==> src/rtl/maxim_window.sv <==
// Windowed running-maximum detector for 2-axis ADC samples {X,Y}; classifies the
// window peak against amplitude thresholds and strobes the downstream arctg stage.
module maxim_window #(
  parameter int unsigned DW       = 12,
  parameter int unsigned WIN_LEN  = 1000,
  parameter int unsigned THR_LOW  = 31,
  parameter int unsigned THR_HIGH = 255,
  parameter int unsigned CMP_MODE = 0
) (
  input  logic                       clk,
  input  logic                       rst,
  input  logic                       en_maxim,
  input  logic [2*DW-1:0]            es_adc,
  input  logic                       win_clear,
  output logic [1:0]                 en_arctg,
  output logic [2*DW-1:0]            max_date_adc,
  output logic [$clog2(WIN_LEN)-1:0] max_idx,
  output logic                       busy
);

  localparam int unsigned IW = $clog2(WIN_LEN);
  localparam logic [IW-1:0] LastIdx = IW'(WIN_LEN - 1);
  localparam logic [DW-1:0] ThrLow  = DW'(THR_LOW);
  localparam logic [DW-1:0] ThrHigh = DW'(THR_HIGH);

  typedef enum logic {StAcq, StDecide} state_e;

  state_e          state_q, state_d;
  logic [IW-1:0]   count_q, count_d;
  logic [IW-1:0]   aux_idx_q, aux_idx_d;
  logic [IW-1:0]   max_idx_q, max_idx_d;
  logic [2*DW-1:0] aux_q, aux_d;
  logic [2*DW-1:0] max_q, max_d;
  logic [1:0]      en_q, en_d;

  logic [DW-1:0] x_in, y_in, aux_x, aux_y;
  logic [DW:0]   sum_in, sum_aux;
  logic          upd, peak_valid;

  always_comb begin
    x_in    = es_adc[2*DW-1:DW];
    y_in    = es_adc[DW-1:0];
    aux_x   = aux_q[2*DW-1:DW];
    aux_y   = aux_q[DW-1:0];
    // Sums carry one extra bit so large samples never wrap.
    sum_in  = {1'b0, x_in} + {1'b0, y_in};
    sum_aux = {1'b0, aux_x} + {1'b0, aux_y};
    upd     = 1'b0;
    if (CMP_MODE == 0) begin
      upd = (x_in >= aux_x) && (y_in >= aux_y);
    end else begin
      upd = (sum_in >= sum_aux);
    end
    peak_valid = ((aux_x > ThrLow) && (aux_y > ThrLow)) ||
                 ((aux_x > ThrHigh) && (aux_y < ThrLow)) ||
                 ((aux_x < ThrLow) && (aux_y > ThrHigh));
  end

  always_comb begin
    state_d   = state_q;
    count_d   = count_q;
    aux_d     = aux_q;
    aux_idx_d = aux_idx_q;
    max_d     = max_q;
    max_idx_d = max_idx_q;
    en_d      = 2'b00;
    if (win_clear) begin
      state_d   = StAcq;
      count_d   = '0;
      aux_d     = '0;
      aux_idx_d = '0;
    end else begin
      unique case (state_q)
        StAcq: begin
          if (en_maxim) begin
            if (upd) begin
              aux_d     = es_adc;
              aux_idx_d = count_q;
            end
            if (count_q == LastIdx) begin
              count_d = '0;
              state_d = StDecide;
            end else begin
              count_d = count_q + 1'b1;
            end
          end
        end
        StDecide: begin
          if (peak_valid) begin
            max_d     = aux_q;
            max_idx_d = aux_idx_q;
            en_d      = 2'b11;
          end else begin
            max_d     = '0;
            max_idx_d = '0;
            en_d      = 2'b01;
          end
          aux_d     = '0;
          aux_idx_d = '0;
          state_d   = StAcq;
        end
        default: state_d = StAcq;
      endcase
    end
  end

  always_ff @(posedge clk or posedge rst) begin
    if (rst) begin
      state_q   <= StAcq;
      count_q   <= '0;
      aux_q     <= '0;
      aux_idx_q <= '0;
      max_q     <= '0;
      max_idx_q <= '0;
      en_q      <= 2'b00;
    end else begin
      state_q   <= state_d;
      count_q   <= count_d;
      aux_q     <= aux_d;
      aux_idx_q <= aux_idx_d;
      max_q     <= max_d;
      max_idx_q <= max_idx_d;
      en_q      <= en_d;
    end
  end

  assign en_arctg     = en_q;
  assign max_date_adc = max_q;
  assign max_idx      = max_idx_q;
  assign busy         = (state_q == StDecide);

endmodule

==> config.mk <==
export PLATFORM = sky130hd
export DESIGN_NAME = maxim_window
export DESIGN_NICKNAME = d
export VERILOG_FILES = /design/src/rtl/maxim_window.sv
export SDC_FILE = /design/constraint.sdc
export NUM_CORES = 1
export LEC_CHECK = 0
export CORE_ASPECT_RATIO = 0.6
export CORE_UTILIZATION = 55
export DETAILED_ROUTE_END_ITERATION = 10
export PLACE_DENSITY_LB_ADDON = 0.25
export SLEW_MARGIN = 30
export SYNTH_ARGS = -nofsm -noshare
export SYNTH_HDL_FRONTEND = slang
export SYNTH_SLANG_ARGS = --single-unit
==> constraint.sdc <==
create_clock -name clk -period 5.49 [get_ports clk]
set_input_delay 1.098 -clock clk [delete_from_list [all_inputs] [get_ports clk]]
set_output_delay 1.098 -clock clk [all_outputs]
set_load 0.02 [all_outputs]
==> key figures <==
Yosys
  • Top cell type's share of synthesized area: 52.3%
  • Top cell type by total area after synthesis: dfrtp_1
  • Syn Area/Cell: 10.8 µm²
  • Ys async rst share: 100%
  • Netlist cell types: 37
  • Most numerous cell in the Yosys netlist: dfrtp_1
  • Ys flop type: dfrtp_1
  • Multiplexer area fraction after synthesis: 0.258%
  • Number of synthesized flops with an enable pin: 0
  • Syn nets: 411
  • Post-synthesis sequential area ratio: 52.3%
  • Largest family of logic cells by synthesized area: compound AO/OA/AOI/OAI gates
  • Simple-Gate Fraction of Synth Area: 11.7%
  • Synth cell count leaders: 81 x dfrtp_1, 57 x nand2_1, 30 x a22o_2, 27 x inv_1
  • Post-synthesis compound-gate area fraction: 21.9%
  • Mapped Cells: 358
  • Ranking of synthesized cells by area: dfrtp_1 52%, ha_1 8.1%, a22o_2 7.8%
  • Post-Synthesis Cell Area: 3870 µm²
  • Register bit count reported by yosys: 81
  • XOR/XNOR Fraction of Synth Area: 0.452%
  • Adder-Cell Fraction of Synth Area: 8.07%
  • Yosys warning total: 0

Critical path
  • Reg2reg end: aux_q[2]$_DFFE_PP0P_
  • Largest fanout on the critical path: 34
  • WP data arrival: 3.69 ns
  • Reg2reg path depth: 9
  • R2R setup slack: 2.90 ns
  • Setup CP Type: in -> reg
  • Setup crit start kind: input pin
  • Req. time, crit path: 5.77 ns
  • Worst Setup End Kind: register
  • Reg2Reg Launch Point: aux_q[21]$_DFFE_PP0P_

Clock tree
  • H-Tree Depth: 3
  • Root buffer cell: clkbuf_16
  • Resize count post-CTS: 0
  • Setup Fix Bufs, Post-CTS: 0
  • Clock transition at the registers of the reported paths: 0.06 ns
  • TritonCTS clock tree: yes
  • CTS max path bufs: 2
  • TritonCTS buffer count: 9
  • # clock sinks: 81
  • Hold_buf cts: 0
  • Clk Latency, worst-skew pair: 0.34 ns

Timing
  • Crit path time final: 3.41 ns
  • Normalized max-slew margin: 56.3%
  • RSZ-0062 raised after global routing: false
  • Worst-margin pin slew: 0.655 ns
  • TNS Setup: 0 ns
  • Max Clock Skew: 0.00840 ns
  • Slew Limit Fails: 0
  • Final Hold Slack: 0.475 ns
  • Fmax: 293 MHz
  • Final Cycle Share: 62.2%
  • Final setup violation count: 0
  • Final hold violations: 0

GRT
  • Global-route wire length before repair: 14.6 mm
  • Vias in the first global route: 2863
  • Largest net degree at the start of global routing: 59
  • GRT Resource Usage Total: 27.3%
  • Grt ovf: 0
  • Initial antenna violation count: 0

Route
  • Drt pass-1 iters: 5
  • Vias per std cell: 5.88
  • Starting DRT DRC Count: 236
  • ANT nets after route: 0
  • WL/cell: 18.0 µm
  • Total wire length: 9.22 mm
  • Vias: 3004
  • Final routed DRC violation total: 0

Hold path
  • Hold path depth: 2
  • Worst hold start: max_date_adc[11]$_DFFE_PP0P_
  • Min-delay worst type: reg -> reg
  • Hold Path End: max_date_adc[11]$_DFFE_PP0P_

Floorplan
  • Vert. Die Dim: 67.0 µm
  • Core ar.: 6730 µm²
  • Core Rows: 23
  • Initial Util: 57.5%
  • Ports: 65
  • Full die area: 7390 µm²
  • Chip width: 110 µm

Place
  • Final Wtd Congestion: 0.859
  • PortBufs: 64
  • DPL Wire Length: 6.27 mm

Finish
  • Layout cells sized above 1: 13.4%
  • Layout Area Growth over Synthesis: 25.9%
  • Fillers: 478
  • N_diodes: 0
  • Layout net count: 473

Power and ir drop
  • Combinational power share: 12.9%
  • Clk pwr share: 43.9%
  • P per Cell Area: 296 nW/µm²
  • Worst vdd ir: 0.000226 V
  • P_sw: 0.367 mW
  • Sw Ratio: 25.4%
  • P_int: 1.08 mW
  • Tot Pwr: 1.45 mW
  • Lkg Pwr: 2.17 nW
  • Power share of the sequential group: 43.3%

Flow run
  • Max_cap viols: 0

Outcome
  • Status: complete, no violations
[metal layers]
layer	routed length (µm)	vias up	GRT usage (%)
li1	-	1414	-
met1	4450	1456	40.1
met2	4000	124	39.6
met3	672	10	6.95
met4	98	0	7.40
met5	0	-	0
[power by group through the flow]
stage	combinational, mW	clock [mW]	sequential, mW
after detailed placement	0.183	0	0.635
after CTS	0.186	0.636	0.625
after global placement	0.177	0	0.635
final	0.186	0.635	0.625
after global routing	0.205	0.658	0.627
after floorplan	0.123	0	0.631
[cell usage in the layout (no fill, tap or decap), types with 2 or more instances in the layout]
cell | synthesis | layout
a21oi_1 | 8 | 8
inv_1 | 27 | 26
clkdlybuf4s50_1 | 0 | 64
nor2_1 | 14 | 14
xor2_1 | 2 | 2
clkbuf_16 | 0 | 9
dfrtp_1 | 81 | 81
nand2_1 | 57 | 57
ha_1 | 25 | 25
nor3_1 | 4 | 4
a21o_1 | 6 | 6
nand3_1 | 4 | 4
o31ai_1 | 25 | 24
o21a_1 | 2 | 2
o21ai_0 | 22 | 22
nand4_1 | 6 | 6
bufinv_16 | 0 | 2
a22o_2 | 30 | 30
or3_1 | 2 | 2
and3_1 | 4 | 4
a22o_1 | 5 | 5
buf_4 | 0 | 4
[flip-flops by register name, summed over array words and instances, names as in the netlist]
register      flops
aux_q            24
max_date_adc     24
aux_idx_q        10
count_q          10
max_idx          10
en_arctg          2
busy              1
[per-stage QoR]
step                area, µm²  cells  setup WS [ns]  util [%]
floorplan                3870    358           2.31         -
global placement         4570    496           1.83      67.8
detailed placement       4570    496           1.74      67.8
CTS                      4880    511           2.08      72.4
global route             4880    511           1.88      72.4
finish                   4880    511           2.08      72.4
[logic make-up (layout without fill, tap and decap cells)]
kind of cell	Yosys count	count (layout)
DFF	81	81
AOI/OAI and AO/OA	105	105
muxes	1	1
buffers and inverters	44	110
and+or+nand+nor	100	100
adders and majority gates	25	25
xor gates and xnor gates	2	2
[final cells by class]
cell class                      instances  area (µm²)  area share, %
Multi-Input combinational cell        233        1660           34.0
Clock inverter                          5        81.3           1.67
Tap cell                               87         109           2.23
Timing Repair Buffer                   68         671           13.7
Sequential cell                        81        2030           41.5
Clock buffer                           10         229           4.69
Inverter                               27         104           2.13
[worst max-delay path, stage by stage]
cell and delay (ns):
clkdlybuf4s50_1 0.50, inv_1 0.05, ha_1 0.27, nand2b_1 0.13, a2111oi_0 0.42, o41a_2 0.22, o21ai_2 0.08, a311oi_4 0.29
buf_4 0.39, a22o_2 0.22
[how the worst max path moves through the flow]
stage                     cells after the start  slack [ns]  startpoint                  endpoint
after detailed placement                     10        1.74   es_adc[0]      aux_q[5]$_DFFE_PP0P_
final                                        10        2.08   es_adc[0]      aux_q[2]$_DFFE_PP0P_
after CTS                                    10        2.08   es_adc[0]      aux_q[2]$_DFFE_PP0P_
after floorplan                               1        2.31         rst  aux_idx_q[0]$_DFFE_PP0P_
after global placement                       10        1.83   es_adc[0]      aux_q[5]$_DFFE_PP0P_
after global routing                         10        1.88   es_adc[0]      aux_q[2]$_DFFE_PP0P_
(Power assumes the default switching activity.)
